**src/rtl/gerenciador_ataque_sync_pkg.sv**
```systemverilog
// Shared constants and combinational helpers for the battleship attack manager.
package gerenciador_ataque_sync_pkg;

    localparam int NUM_COLUNAS = 5;
    localparam int NUM_LINHAS  = 7;

    // Status LED codes, ordered {LED_R, LED_G, LED_B}
    localparam logic [2:0] COR_ACERTO  = 3'b010;
    localparam logic [2:0] COR_ERRO    = 3'b100;
    localparam logic [2:0] COR_APAGADO = 3'b000;

    // 3-bit to 8-line one-hot decoder; codes above the grid size select
    // lines that no cell listens to, so they naturally change nothing.
    function automatic logic [7:0] decodificador_3bits(input logic [2:0] sel);
        logic [7:0] linhas;
        case (sel)
            3'd0:    linhas = 8'b0000_0001;
            3'd1:    linhas = 8'b0000_0010;
            3'd2:    linhas = 8'b0000_0100;
            3'd3:    linhas = 8'b0000_1000;
            3'd4:    linhas = 8'b0001_0000;
            3'd5:    linhas = 8'b0010_0000;
            3'd6:    linhas = 8'b0100_0000;
            3'd7:    linhas = 8'b1000_0000;
            default: linhas = 8'b0000_0000;
        endcase
        return linhas;
    endfunction

    // Per-cell 2:1 select: keep the current bit unless the cell is targeted.
    function automatic logic mux_2x1(input logic a, input logic b, input logic sel);
        logic y;
        if (sel) begin
            y = b;
        end else begin
            y = a;
        end
        return y;
    endfunction

    // Full-map equality compare of current vs. next revealed map.
    function automatic logic comparador_de_igualdade(input logic [34:0] a, input logic [34:0] b);
        return (a == b);
    endfunction

endpackage

```
**src/rtl/gerenciador_ataque_sync_detector_borda_subida.sv**
```systemverilog
// Synchronous rising-edge detector: pulso is high for the cycle in which
// sinal is high and was low at the previous clock edge.
module detector_borda_subida (
    input  logic clock,
    input  logic reset,
    input  logic sinal,
    output logic pulso
);

    logic sinal_q_r;

    // Remember the level of sinal seen at the previous edge
    always_ff @(posedge clock) begin
        if (reset) begin
            sinal_q_r <= 1'b0;
        end else begin
            sinal_q_r <= sinal;
        end
    end

    // Pulse is combinational so the consumer can act on the same edge
    always_comb begin
        pulso = sinal & ~sinal_q_r;
    end

endmodule

```
**src/rtl/gerenciador_ataque_sync.sv**
```systemverilog
// Attack manager for the 5x7 LED-matrix battleship game: keeps the revealed
// map, copies the targeted secret cell on each shot and shows the result
// on the RGB status LED.
module gerenciador_ataque_sync
    import gerenciador_ataque_sync_pkg::*;
(
    input  logic       clock,
    input  logic       reset,
    input  logic [2:0] coordColuna,
    input  logic [2:0] coordLinha,
    input  logic       enable,
    input  logic       confirmar,
    input  logic [6:0] mapa0,
    input  logic [6:0] mapa1,
    input  logic [6:0] mapa2,
    input  logic [6:0] mapa3,
    input  logic [6:0] mapa4,
    output logic [6:0] matriz0,
    output logic [6:0] matriz1,
    output logic [6:0] matriz2,
    output logic [6:0] matriz3,
    output logic [6:0] matriz4,
    output logic       LED_R,
    output logic       LED_G,
    output logic       LED_B
);

    logic [NUM_COLUNAS-1:0][NUM_LINHAS-1:0] matriz_r;
    logic [NUM_COLUNAS-1:0][NUM_LINHAS-1:0] matriz_prox_s;
    logic [NUM_COLUNAS-1:0][NUM_LINHAS-1:0] mapa_s;
    logic [2:0] cor_r;
    logic [2:0] cor_prox_s;
    logic [7:0] sel_coluna_s;
    logic [7:0] sel_linha_s;
    logic       limpar_s;
    logic       disparo_s;
    logic       igual_s;

    // Disabling the game clears exactly like reset, edge history included
    always_comb begin
        limpar_s = reset | ~enable;
    end

    detector_borda_subida u_detector (
        .clock (clock),
        .reset (limpar_s),
        .sinal (confirmar),
        .pulso (disparo_s)
    );

    // Next revealed map: only the cell selected by row AND column takes the
    // secret bit, so revealed bits can be set but never cleared
    always_comb begin
        mapa_s       = {mapa4, mapa3, mapa2, mapa1, mapa0};
        sel_coluna_s = decodificador_3bits(coordColuna);
        sel_linha_s  = decodificador_3bits(coordLinha);
        matriz_prox_s = matriz_r;
        for (int c = 0; c < NUM_COLUNAS; c++) begin
            for (int r = 0; r < NUM_LINHAS; r++) begin
                matriz_prox_s[c][r] = mux_2x1(matriz_r[c][r], mapa_s[c][r],
                                              sel_coluna_s[c] & sel_linha_s[r]);
            end
        end
    end

    // Shot result: any change in the map is a new hit, otherwise red
    always_comb begin
        igual_s = comparador_de_igualdade(matriz_r, matriz_prox_s);
        if (igual_s) begin
            cor_prox_s = COR_ERRO;
        end else begin
            cor_prox_s = COR_ACERTO;
        end
    end

    // Revealed map and LED state; clear beats a simultaneous shot
    always_ff @(posedge clock) begin
        if (limpar_s) begin
            matriz_r <= '0;
            cor_r    <= COR_APAGADO;
        end else if (disparo_s) begin
            matriz_r <= matriz_prox_s;
            cor_r    <= cor_prox_s;
        end else begin
            matriz_r <= matriz_r;
            cor_r    <= cor_r;
        end
    end

    assign matriz0 = matriz_r[0];
    assign matriz1 = matriz_r[1];
    assign matriz2 = matriz_r[2];
    assign matriz3 = matriz_r[3];
    assign matriz4 = matriz_r[4];
    assign {LED_R, LED_G, LED_B} = cor_r;

endmodule

```
**config.mk**
```make
export PLATFORM = sky130hd
export DESIGN_NAME = gerenciador_ataque_sync
export DESIGN_NICKNAME = d
export VERILOG_FILES = /design/src/rtl/gerenciador_ataque_sync_pkg.sv /design/src/rtl/gerenciador_ataque_sync_detector_borda_subida.sv /design/src/rtl/gerenciador_ataque_sync.sv
export SDC_FILE = /design/constraint.sdc
export NUM_CORES = 1
export LEC_CHECK = 0
export BUFFER_PORTS_ARGS = -buffer_cell sky130_fd_sc_hd__buf_2
export CAP_MARGIN = 20
export CORE_MARGIN = 3
export CORE_UTILIZATION = 40
export DETAILED_ROUTE_END_ITERATION = 7
export PLACE_DENSITY = 0.65
export SETUP_SLACK_MARGIN = 0.05
export SLEW_MARGIN = 40
export SYNTH_ARGS = -nofsm -noshare
export SYNTH_HDL_FRONTEND = slang
export SYNTH_SLANG_ARGS = --single-unit
export TNS_END_PERCENT = 1
```
**constraint.sdc**
```tcl
create_clock -name clock -period 2.4 [get_ports clock]
set_clock_uncertainty 0.1 [all_clocks]
set_input_delay 0.36 -clock clock [delete_from_list [all_inputs] [get_ports clock]]
set_output_delay 0.36 -clock clock [all_outputs]
set_load 0.01 [all_outputs]
```
==> results.toml <==
[floorplan]
die_h_um = 85.8
die-area_um2 = 7360
ios = 83
rows = 28
die_w_um = 85.8
coreArea_um2 = 6030
initial_core_util_pct = 42.3

[critical_path]
critPathCaptureType = "flop"
worstPathCellList = "buf_2 > or4b_1 > o31ai_1 > or4_1 > nor4_2 > a32o_1"
cp_slowest_stage_delay_ns = 0.60
required_ns = 2.50
path_max_fanout = 15
slowest_stage = "or4b_1"
cp.arrival_ns = 2.10
critical_path_class = "in -> reg"
reg2reg_slack_ns = 0.42
start_kind = "input port"

[yosys]
yosys_warnings = 0
synth_fp_nets = 370
avgSynthCellArea_um2 = 7.83
syn_inst = 325
seq_area_frac_synth_pct = 29.9
synth-edff-count = 0
ys_ff_latch = 38
netlist_area_um2 = 2550
synth_flop_cell = "dfxtp_1"
synthDistinctLibCells = 63
ys_async_sr_fraction_pct = 0

[route]
wire_per_inst_um = 17.1
viasPerCell = 5.83
dr.first_iter.drc_count = 199
dr_total_vias = 2838
drc = 0
wl_um = 8330
antenna_left = 0
dr.pass1.iters = 4

[timing]
rsz0062_at_grt = "false"
slew_headroom_pct = 43.5
final_hold_viol_count = 0
setup_viol = 0
tightestPinTransition_ns = 0.840
fin_crit_ns = 2.01
tns_ns = 0
slew_violations = 0
fmax_mhz = 498
final.setup.worst_slack_ns = 0.393
finalCritPeriodShare_pct = 83.6

[outcome]
status = "completed"

[finish]
area_growth_pct = 24.1
nets = 457
drive_above_1_share_pct = 28.9
finalInstanceArea_um2 = 3160
instances_no_fill = 487
diodes = 0

[placement]
placed_cells = 480
pre_cts_slack_ns = 0.102
port_buffers = 81
place_area_um2 = 3080
dpl.hpwl_um = 6600
gp_congestion = 0.976

[clocking]
clockBufferDepth = 2
cts_hold_buffers = 0
cts_tree = "yes"
htreeDepth = 2
postCtsSetupBuffers = 0
clock_latency_ns = 0.30
clkSinkCount = 38
clock-root-buffer = "clkbuf_8"
cts_made_buffers = 5
path_clk_slew_ns = 0.08
cts-resized-gates = 0

[global_routing]
grt_max_degree = 17
grt_pass1_wl_um = 13600
grt_pass1_vias = 2729
grt_overflow = 0
grt_antenna_before_repair = 0
grtUsageTotal_pct = 23.2

[worst_hold_path]
hp-class = "in -> reg"

[run]
max-cap-violations = 0

[power]
p_leak_nw = 1.27
power_density_nw_per_um2 = 410
ir_worst_vdd_mv = 0.231
[cells in the final DEF (no fill, tap or decap), types with 3 or more instances in the layout]
cell type and instances:
nand4b_1 4, buf_2 81, a211oi_1 4, buf_4 22
xor2_1 4, nand2_1 21, o311ai_0 3, a21oi_1 25
nor4_1 3, inv_1 11, nand3b_1 6, mux2i_1 13
clkbuf_8 5, nand2b_1 8, nand3_1 21, dfxtp_1 38
a31oi_1 6, xnor2_1 3, nor2b_1 11, nor3b_1 5
nor2_1 39, o21ai_0 24, a32o_1 3
[worst paths after layout]
| check | from | endpoint | cells after the start |
|---|---|---|---|
| setup / recovery | coordLinha[2] | cor_r[2] | 6 |
| hold / removal | confirmar | u_detector.sinal_q_r | 2 |
| setup reg to reg | matriz2[2] | cor_r[2] | 6 |
| hold reg to reg | matriz3[2] | matriz3[2] | 2 |
[worst max-delay path: cells and delay by family]
| family | cells | cell delay [ns] |
|---|---|---|
| compound gates | 2 | 0.66 |
| buf+inv | 1 | 0.25 |
| simple gates | 3 | 0.82 |
[kinds of logic (layout without fill, tap and decap cells)]
| logic type | after synthesis | count (layout) | synth area share, % |
|---|---|---|---|
| and+or+nand+nor | 147 | 147 | 33.6 |
| AOI/OAI and AO/OA | 85 | 85 | 22.2 |
| DFF | 38 | 38 | 29.9 |
| buffers and inverters | 34 | 121 | 6.68 |
| muxes | 13 | 13 | 5.11 |
| xor gates and xnor gates | 7 | 7 | 2.41 |
| other | 1 | 1 | 0.147 |
[synth_stat cells, types with 7 or more instances]
library cell / n / area [µm²]
nor2_1: 39 / 146
dfxtp_1: 38 / 761
a21oi_1: 25 / 125
o21ai_0: 24 / 120
nand2_1: 21 / 78.8
nand3_1: 21 / 105
mux2i_1: 13 / 130
inv_1: 11 / 41.3
nor2b_1: 11 / 68.8
clkbuf_1: 10 / 37.5
nand2b_1: 8 / 50.1
buf_2: 7 / 35.0
[layout make-up]
| type | count | area, µm² |
|---|---|---|
| Clock buffer | 5 | 68.8 |
| Clock inverter | 2 | 10.0 |
| Fill cell | 623 | 2870 |
| Inverter | 11 | 41.3 |
| Multi-Input combinational cell | 253 | 1620 |
| Sequential cell | 38 | 761 |
| Tap cell | 75 | 93.8 |
| Timing Repair Buffer | 103 | 571 |
[routing by layer]
| metal | vias to the layer above | GRT usage (%) | share of wire, % | wire length, µm |
|---|---|---|---|---|
| met5 | - | 0 | 0 | 0 |
| met4 | 0 | 8.06 | 1.9 | 155 |
| met3 | 18 | 4.61 | 6.6 | 550 |
| met2 | 110 | 37.5 | 47 | 3910 |
| met1 | 1333 | 30.7 | 45 | 3720 |
| li1 | 1377 | - | - | - |
[flip-flops by register name, summed over array words and instances, names as in the netlist]
register	cells
matriz0	7
matriz1	7
matriz2	7
matriz3	7
matriz4	7
cor_r	2
u_detector.sinal_q_r	1
[report_power, final]
part / switching (mW) / leakage, nW / internal (mW)
clock network: 0.233 / 0.0438 / 0.195
logic: 0.138 / 0.920 / 0.0938
registers: 0.00224 / 0.306 / 0.633
[through the flow]
| step | utilization, % | power [mW] | hold WS [ns] |
|---|---|---|---|
| after floorplan | - | 0.774 | 0.382 |
| after global placement | 51.1 | 0.875 | 0.375 |
| after detailed placement | 51.1 | 0.878 | 0.391 |
| after CTS | 52.5 | 1.30 | 0.206 |
| after global routing | 52.5 | 1.36 | 0.211 |
| final | 52.5 | 1.30 | 0.206 |
(Power assumes the default switching activity.)
